<file path="config.mk">
export PLATFORM = sky130hd
export DESIGN_NAME = branch_predict_unit
export DESIGN_NICKNAME = d
export VERILOG_FILES = /design/src/rtl/bp_pkg.sv /design/src/rtl/sat_counter2.sv /design/src/rtl/branch_predict_unit.sv
export SDC_FILE = /design/constraint.sdc
export NUM_CORES = 2
export LEC_CHECK = 0
export BUFFER_PORTS_ARGS = -buffer_cell sky130_fd_sc_hd__buf_2
export CAP_MARGIN = 20
export CORE_UTILIZATION = 45
export DETAILED_ROUTE_END_ITERATION = 16
export GPL_TIMING_DRIVEN = 0
export PLACE_DENSITY_LB_ADDON = 0.15
export REMOVE_ABC_BUFFERS = 1
export SLEW_MARGIN = 0
export SYNTH_ARGS = -nofsm -noshare
export SYNTH_HDL_FRONTEND = slang
export SYNTH_SLANG_ARGS = --single-unit
</file>
<file path="constraint.sdc">
create_clock -name clk -period 62.2 [get_ports clk]
set_input_delay 3.11 -clock clk [delete_from_list [all_inputs] [get_ports clk]]
set_output_delay 3.11 -clock clk [all_outputs]
set_load 0.05 [all_outputs]
</file>
<file path="src/rtl/bp_pkg.sv">
// Shared definitions for the branch predictor:
// next-PC select codes, 2-bit counter states, index-width helper.
package bp_pkg;

    localparam logic [1:0] PC_SRC_PLUS4 = 2'b00;
    localparam logic [1:0] PC_SRC_PRED  = 2'b01;
    localparam logic [1:0] PC_SRC_EXTGT = 2'b10;
    localparam logic [1:0] PC_SRC_EXSEQ = 2'b11;

    localparam logic [1:0] SNT = 2'b00;
    localparam logic [1:0] WNT = 2'b01;
    localparam logic [1:0] WT  = 2'b10;
    localparam logic [1:0] ST  = 2'b11;

    // Index width for a power-of-two table size (at least 1 bit).
    function automatic int clog2_idx(input int n);
        int w;
        w = 0;
        while ((1 << w) < n) begin
            w = w + 1;
        end
        if (w == 0) begin
            w = 1;
        end
        return w;
    endfunction

endpackage

</file>
<file path="src/rtl/sat_counter2.sv">
// One 2-bit saturating branch-history counter.
// Resets to weak-not-taken; inc wins if both enables are set.
module sat_counter2
    import bp_pkg::*;
(
    input  logic       clk,
    input  logic       reset,
    input  logic       i_inc,
    input  logic       i_dec,
    output logic [1:0] o_state
);

    logic [1:0] r_state;

    // Saturating step toward strong-taken or strong-not-taken.
    always_ff @(posedge clk or posedge reset) begin
        if (reset) begin
            r_state <= WNT;
        end else if (i_inc) begin
            if (r_state != ST) begin
                r_state <= r_state + 2'd1;
            end
        end else if (i_dec) begin
            if (r_state != SNT) begin
                r_state <= r_state - 2'd1;
            end
        end
    end

    assign o_state = r_state;

endmodule

</file>
<file path="src/rtl/branch_predict_unit.sv">
// Per-PC dynamic branch predictor (BHT + tagged BTB) with
// EX-stage resolution, pipeline flush and PC redirect.
module branch_predict_unit
    import bp_pkg::*;
#(
    parameter int PC_WIDTH     = 64,
    parameter int BHT_ENTRIES  = 16,
    parameter int IDX_LSB      = 2,
    parameter int PREDICT_MODE = 1,
    parameter int STAT_WIDTH   = 32
) (
    input  logic                  clk,
    input  logic                  reset,
    input  logic [PC_WIDTH-1:0]   if_pc,
    output logic                  if_pred_taken,
    output logic [PC_WIDTH-1:0]   if_pred_target,
    input  logic                  ex_valid,
    input  logic                  ex_branch,
    input  logic                  ex_taken,
    input  logic                  ex_pred_taken,
    input  logic [PC_WIDTH-1:0]   ex_pc,
    input  logic [PC_WIDTH-1:0]   ex_target,
    output logic [1:0]            pc_src,
    output logic [PC_WIDTH-1:0]   redirect_pc,
    output logic                  flush_ifid,
    output logic                  flush_idex,
    output logic [STAT_WIDTH-1:0] branch_count,
    output logic [STAT_WIDTH-1:0] mispredict_count
);

    localparam int IDX_W = clog2_idx(BHT_ENTRIES);
    localparam int TAG_W = PC_WIDTH - IDX_LSB - IDX_W;

    logic w_res;
    logic w_mispredict;
    logic w_pred_taken;
    logic [PC_WIDTH-1:0] w_pred_target;

    logic [STAT_WIDTH-1:0] r_branch_count;
    logic [STAT_WIDTH-1:0] r_mispredict_count;

    assign w_res = ex_valid && ex_branch;

    generate
        if (PREDICT_MODE != 0) begin : g_dyn
            logic [IDX_W-1:0] w_if_idx;
            logic [IDX_W-1:0] w_ex_idx;
            logic [TAG_W-1:0] w_if_tag;
            logic [TAG_W-1:0] w_ex_tag;
            logic [1:0]       w_bht [BHT_ENTRIES];
            logic             w_hit;

            logic                r_btb_valid  [BHT_ENTRIES];
            logic [TAG_W-1:0]    r_btb_tag    [BHT_ENTRIES];
            logic [PC_WIDTH-1:0] r_btb_target [BHT_ENTRIES];

            assign w_if_idx = if_pc[IDX_LSB +: IDX_W];
            assign w_ex_idx = ex_pc[IDX_LSB +: IDX_W];
            assign w_if_tag = if_pc[PC_WIDTH-1 -: TAG_W];
            assign w_ex_tag = ex_pc[PC_WIDTH-1 -: TAG_W];

            for (genvar i = 0; i < BHT_ENTRIES; i++) begin : g_bht
                logic w_sel;
                assign w_sel = w_res && (w_ex_idx == IDX_W'(i));

                sat_counter2 u_ctr (
                    .clk     (clk),
                    .reset   (reset),
                    .i_inc   (w_sel && ex_taken),
                    .i_dec   (w_sel && !ex_taken),
                    .o_state (w_bht[i])
                );
            end

            // BTB fill on every resolved taken branch; aliases are overwritten.
            always_ff @(posedge clk or posedge reset) begin
                if (reset) begin
                    for (int i = 0; i < BHT_ENTRIES; i++) begin
                        r_btb_valid[i]  <= 1'b0;
                        r_btb_tag[i]    <= '0;
                        r_btb_target[i] <= '0;
                    end
                end else if (w_res && ex_taken) begin
                    r_btb_valid[w_ex_idx]  <= 1'b1;
                    r_btb_tag[w_ex_idx]    <= w_ex_tag;
                    r_btb_target[w_ex_idx] <= ex_target;
                end
            end

            assign w_hit = r_btb_valid[w_if_idx]
                        && (r_btb_tag[w_if_idx] == w_if_tag);
            assign w_pred_taken  = w_hit && w_bht[w_if_idx][1];
            assign w_pred_target = r_btb_target[w_if_idx];
            assign w_mispredict  = w_res && (ex_taken != ex_pred_taken);

            if (IDX_LSB > 0) begin : g_lsb
                logic w_unused_lsb;
                assign w_unused_lsb = ^{if_pc[IDX_LSB-1:0]};
            end
        end else begin : g_static
            logic w_unused_st;
            assign w_unused_st   = ^{if_pc, ex_pred_taken};
            assign w_pred_taken  = 1'b0;
            assign w_pred_target = '0;
            assign w_mispredict  = w_res && ex_taken;
        end
    endgenerate

    assign if_pred_taken  = w_pred_taken;
    assign if_pred_target = w_pred_target;
    assign flush_ifid     = w_mispredict;
    assign flush_idex     = w_mispredict;

    // Next-PC select: EX mispredict beats the IF prediction.
    always_comb begin
        pc_src      = PC_SRC_PLUS4;
        redirect_pc = '0;
        if (w_mispredict) begin
            if (ex_taken) begin
                pc_src      = PC_SRC_EXTGT;
                redirect_pc = ex_target;
            end else begin
                pc_src      = PC_SRC_EXSEQ;
                redirect_pc = ex_pc + PC_WIDTH'(4);
            end
        end else if (w_pred_taken) begin
            pc_src = PC_SRC_PRED;
        end
    end

    // Resolved-branch and mispredict statistics, wrapping.
    always_ff @(posedge clk or posedge reset) begin
        if (reset) begin
            r_branch_count     <= '0;
            r_mispredict_count <= '0;
        end else begin
            if (w_res) begin
                r_branch_count <= r_branch_count + STAT_WIDTH'(1);
            end
            if (w_mispredict) begin
                r_mispredict_count <= r_mispredict_count + STAT_WIDTH'(1);
            end
        end
    end

    assign branch_count     = r_branch_count;
    assign mispredict_count = r_mispredict_count;

endmodule
</file>
* After elaboration in Yosys (flattened, before gate mapping)
Cells that the tools add are included.
Storage, ports and cells: register bits after elaboration 2064, input bits 198, output and inout bits 197, logic and storage cells 365
Cells by class: $add $sub $neg 35, magnitude comparators 3, equal/unequal tests 49, multiplexer cells 89, bitwise logic cells 3, reduce and logical (&&, ||, !) cells 120
Operators by type and width (number):
- 1024-bit bitwise mux | 1
- 928-bit bitwise mux | 1
- 64-bit 2-to-1 mux | 5
- 64-bit binary-select mux with 4-bit select | 1
- 64-bit demux with 4-bit select | 1
- 58-bit binary-select mux with 4-bit select | 1
- 58-bit demux with 4-bit select | 1
- 58-bit 2-to-1 mux | 3
- 2-bit 2-to-1 mux | 67
- 2-bit nonzero test | 48
- 32-bit by 1-bit adder with 32-bit output (second input constant) | 2
- 64-bit by 3-bit adder with 64-bit output (second input constant) | 1
- 2-bit inequality test (second input constant) | 32
- 58-bit == test | 1
- 1-bit logical AND | 54
- 3-bit AND reduction | 16
- 2-bit by 1-bit adder with 2-bit output (second input constant) | 16
- 4-bit == test (second input constant) | 8
- 2-bit by 1-bit subtractor with 2-bit output (second input constant) | 16
- 4-bit by 3-bit == test with 1-bit output (second input constant) | 4
- 16-bit bitwise OR | 1
- 5-bit greater-or-equal comparator (second input constant) | 2
- 4-bit NOT with 5-bit output | 2
- 2-bit binary-select mux with 4-bit select | 1
- other kinds (9) | 14

* Depth between registers and ports, before layout
word-level depth 9, mapped depth 13, gate-level depth less buffers 8

* Hierarchy
Synthesis repeated with hierarchy kept, for this count alone.
Second synthesis, totals: cells, all modules 7384, area, all modules 96055.9 µm²
Modules (own cells, without submodules):
- branch_predict_unit | instances 1, cells an instance 7208, area each 94434.3 µm², sequential area each 50848.8 µm²
- sat_counter2 | instances 16, cells an instance 11, area each 101.3 µm², sequential area each 51.3 µm²

* Worst setup path after synthesis
Ideal clock, no wire load.
path type input to output, start in ex_pc[14], end out redirect_pc[39], data arrival time 6.072 ns, required time 59.090 ns, slack 53.018 ns, cell stages on the path 7, path buffers 1, cell sequence buf_2 > and4_1 > nand4_2 > or3_1 > or3_1 > or3_1 > a311oi_1
Between the ends: cells in the longest elaborated chain, start to end 3
Ends and longest elaborated chain:
- start: declaration | RTL line branch_predict_unit.sv:21 | input logic [PC_WIDTH-1:0] ex_pc,
- 64-bit by 3-bit adder with 64-bit output | RTL line branch_predict_unit.sv:124 | redirect_pc = ex_pc + PC_WIDTH'(4);
- 64-bit 2-to-1 mux | RTL line branch_predict_unit.sv:119 | if (ex_taken) begin
- 64-bit 2-to-1 mux | RTL line branch_predict_unit.sv:118 | if (w_mispredict) begin
- end: declaration | RTL line branch_predict_unit.sv:24 | output logic [PC_WIDTH-1:0] redirect_pc,
Every way passes these cells.

* Final worst setup path
start in if_pc[2], end out if_pred_taken
Between the ends: cells in the longest elaborated chain, start to end 7, elaborated cells on any way between the ends 13, classes of those cells eq/ne (1); mux (9); bitwise (1); reduce/logical (2)
Ends and longest elaborated chain:
- start: declaration | RTL line branch_predict_unit.sv:14 | input logic [PC_WIDTH-1:0] if_pc,
- 4-bit NOT with 5-bit output (not written as such) (*) | RTL line branch_predict_unit.sv:90, branch_predict_unit.sv:91, branch_predict_unit.sv:92
- 58-bit binary-select mux with 4-bit select | RTL line branch_predict_unit.sv:91 | && (r_btb_tag[w_if_idx] == w_if_tag);
- 58-bit 2-to-1 mux (not written as such) (2 in a row) | RTL line branch_predict_unit.sv:91
- 58-bit == test | RTL line branch_predict_unit.sv:91
- 1-bit logical AND | RTL line branch_predict_unit.sv:91
- 1-bit logical AND (*) | RTL line branch_predict_unit.sv:92 | assign w_pred_taken = w_hit && w_bht[w_if_idx][1];
- end: declaration | RTL line branch_predict_unit.sv:15 | output logic if_pred_taken,
Every way passes the cells marked *; elsewhere a longest branch is shown, timed or not. The select of a mux whose other input is x is not followed.

==> flow_summary.json <==
{
  "status": "finished clean",
  "worstPathArrival_ns": 8.86,
  "design_area_um2": 109000,
  "worstSkewPairLatency_ns": 0.86,
  "vdd_drop_max_mv": 0.0374,
  "drt_wl_total_um": 281000,
  "grt_pass1_vias": 59700,
  "ys_seq_elements": 2064,
  "overflow": 0,
  "num_rows": 168,
  "area_growth_pct": 13.8,
  "pwr-share-clk_pct": 38.6,
  "slowest_stage": "nor2b_1",
  "dp_cells": 9153,
  "cpMostUsedCell": "buf_16",
  "max_freq_ghz": 0.0835,
  "ant_nets": 0,
  "clockBufferDepth": 3,
  "p_switching_uw": 886,
  "ys_types": 71,
  "cts_made_buffers": 219,
  "synthTopCellsByArea": "dfrtp_1 (54%), mux2_2 (22%), mux4_2 (12%)",
  "synth_top_area_share_pct": 53.6,
  "cts_sinks": 2064,
  "criticalPathCategory": "input port to primary output",
  "track_usage_pct": 26.5,
  "drt_iter0_drc": 3925,
  "die_w_um": 463,
  "syn_avg_cell_area_um2": 14.9,
  "min_period_ns": 11.97,
  "dp_hpwl_um": 175000,
  "gp_congestion": 0.787,
  "finalCritPeriodShare_pct": 19.2,
  "drive_gt1_share_pct": 49.3,
  "end_kind": "primary output",
  "cts_setup_buffers": 0,
  "intPower_mw": 2.54,
  "final_cell_mix": "dfrtp_1 (2048), mux2_2 (1897), mux4_2 (513)",
  "netlist_area_um2": 95500,
  "die_area_um2": 214000,
  "tightest_slew_ns": 1.23,
  "whs_ns": 0.457,
  "ios": 395,
  "root_buffer": "clkbuf_16",
  "grt_pass1_wl_um": 419000,
  "synthesis.yosys.warnings": 0,
  "drc": 0,
  "grt_max_degree": 137,
  "synth_edf_count": 0,
  "cts_resized": 0,
  "maxCapViolCount": 0,
  "fin_util_pct": 51.7,
  "hold_viol": 0,
  "core_um2": 210000,
  "maxSlewViolCount": 0,
  "cp_cell_sequence": "buf_8 > buf_16 > buf_16 > buf_16 > nor2b_1 > a22oi_1 > and3b_1 > o31ai_1 > o2111a_1 > and4_1 > nand4_1 > nor2_1 > buf_2",
  "path_clk_slew_ns": 0.06,
  "powerDensity_nw_per_um2": 31.5,
  "setup_tns_ns": 0,
  "mostFrequentLayoutCell": "dfrtp_1",
  "place_area_um2": 101000,
  "cts_max_level": 4,
  "required_ns": 59.09,
  "p_seq_share_pct": 46.9,
  "final_nets": 6773,
  "stdcell_count": 9576,
  "postSynthCellCount": 6420,
  "slew_headroom_pct": 17.8,
  "vias": 56900,
  "initial_utilization_pct": 45.4,
  "hold_path_class": "flip-flop to flip-flop",
  "dr.pass1.iters": 5,
  "async_flop_share_pct": 100,
  "synth-seq-area-share_pct": 54.1,
  "portBuffers": 392,
  "ys.flop_type": "dfrtp_1",
  "switching_share_pct": 25.9,
  "vias_per_cell": 5.94,
  "die_h_um": 463,
  "detail_route.wl_per_cell_um": 29.4,
  "cts_tree": "done",
  "netlist.top_cell.by_area": "dfrtp_1",
  "cpPeakStageDelay_ns": 0.94,
  "antenna_found_initial": 76,
  "critPathLaunchType": "input port",
  "critPathMaxFanout": 70,
  "cts_hold_buffers": 0,
  "grt_setup_unrepaired": "false",
  "p_leak_nw": 51.1,
  "finalClockSkew_ns": 0.00800,
  "pwr-share-comb_pct": 14.5,
  "setup_viol": 0
}
==> area by class of cell <==
class | count | area [um2]
Antenna cell | 19 | 47.5
Clock buffer | 357 | 6830
Clock inverter | 47 | 474
Fill cell | 17700 | 102000
Inverter | 24 | 108
Multi-Input combinational cell | 3753 | 41400
Sequential cell | 2064 | 51700
Tap cell | 2805 | 3510
Timing Repair Buffer | 507 | 4680
==> sequential cells by signal, summed over array words and instances, names as in the netlist <==
name,cells
g_dyn.r_btb_target,1024
g_dyn.r_btb_valid,16
g_dyn.g_bht.u_ctr.o_state,32
branch_count,32
mispredict_count,32
g_dyn.r_btb_tag,928
==> worst max-delay path, delay by kind of cell <==
family,cells,cell delay [ns]
buffers and inverters,5,2.21
AO/OA/AOI/OAI,3,0.94
AND/OR/NAND/NOR,5,2.17
==> layer usage <==
layer  vias up  routed length [um]  track usage [%]
li1      24000                   -                -
met1     31000              125000             37.0
met2      1300              136000             43.2
met3       497               12600             3.88
met4        46                7930             7.34
met5         -                 287                0
==> power groups by stage <==
stage | logic (mW) | clock network, mW | registers, mW
4_1_cts | 0.503 | 1.35 | 1.60
3_3_place_gp | 0.514 | 0 | 1.64
6_report | 0.496 | 1.32 | 1.60
2_1_floorplan | 0.346 | 0 | 1.63
3_5_place_dp | 0.502 | 0 | 1.63
5_1_grt | 0.535 | 1.40 | 1.63
==> synth_stat cells, types with 8 or more instances <==
cell type and n:
clkbuf_1 426, nor2b_1 13, nand2b_1 27, nor4_1 9
buf_4 30, buf_2 76, mux2_2 1897, mux4_2 513
nor2_1 157, nand2_1 233, buf_1 28, nand3_1 68
xor2_1 79, a221oi_1 11, or2_2 8, nand4_1 27
buf_6 17, o21ai_0 140, and3_1 33, o22ai_1 22
inv_1 18, xnor2_1 89, dfstp_2 16, a22oi_1 32
a21oi_1 95, mux2i_1 119, o31ai_1 8, and2_1 13
a31oi_1 8, a211oi_1 20, dfrtp_1 2048, or3_1 13
nand3b_1 11, nor3_1 26
==> final timing paths <==
check	cells past startpoint	slack (ns)	startpoint	to
max	13	50.23	if_pc[2]	if_pred_taken
min	1	0.46	g_dyn.r_btb_valid[4]$_DFFE_PP0P_	g_dyn.r_btb_valid[4]$_DFFE_PP0P_
max reg2reg	7	59.79	mispredict_count[0]$_DFFE_PP0P_	mispredict_count[30]$_DFFE_PP0P_
min reg2reg	1	0.46	g_dyn.r_btb_valid[4]$_DFFE_PP0P_	g_dyn.r_btb_valid[4]$_DFFE_PP0P_
max in group asynchronous	5	57.22	reset	g_dyn.r_btb_target[65]$_DFFE_PP0P_
min in group asynchronous	2	2.43	reset	mispredict_count[31]$_DFFE_PP0P_
==> cell families (layout without fill, tap and decap cells) <==
| family | Yosys count | in the layout | share of synthesized area (%) |
|---|---|---|---|
| muxes | 2532 | 2532 | 35.8 |
| DFF | 2064 | 2064 | 54.1 |
| other | 0 | 19 | 0 |
| AOI/OAI and AO/OA | 388 | 388 | 2.50 |
| adders and majority gates | 6 | 6 | 0.0786 |
| buffers and inverters | 603 | 935 | 2.75 |
| xor gates and xnor gates | 168 | 168 | 1.54 |
| and+or+nand+nor | 659 | 659 | 3.25 |
==> metrics by stage <==
stage	setup slack [ns]	power [mW]
after floorplan	0.813	1.97
after global placement	-20.06	2.15
final	50.23	3.42
after CTS	50.18	3.45
after detailed placement	50.18	2.13
after global routing	49.94	3.56
(Power assumes the default switching activity.)
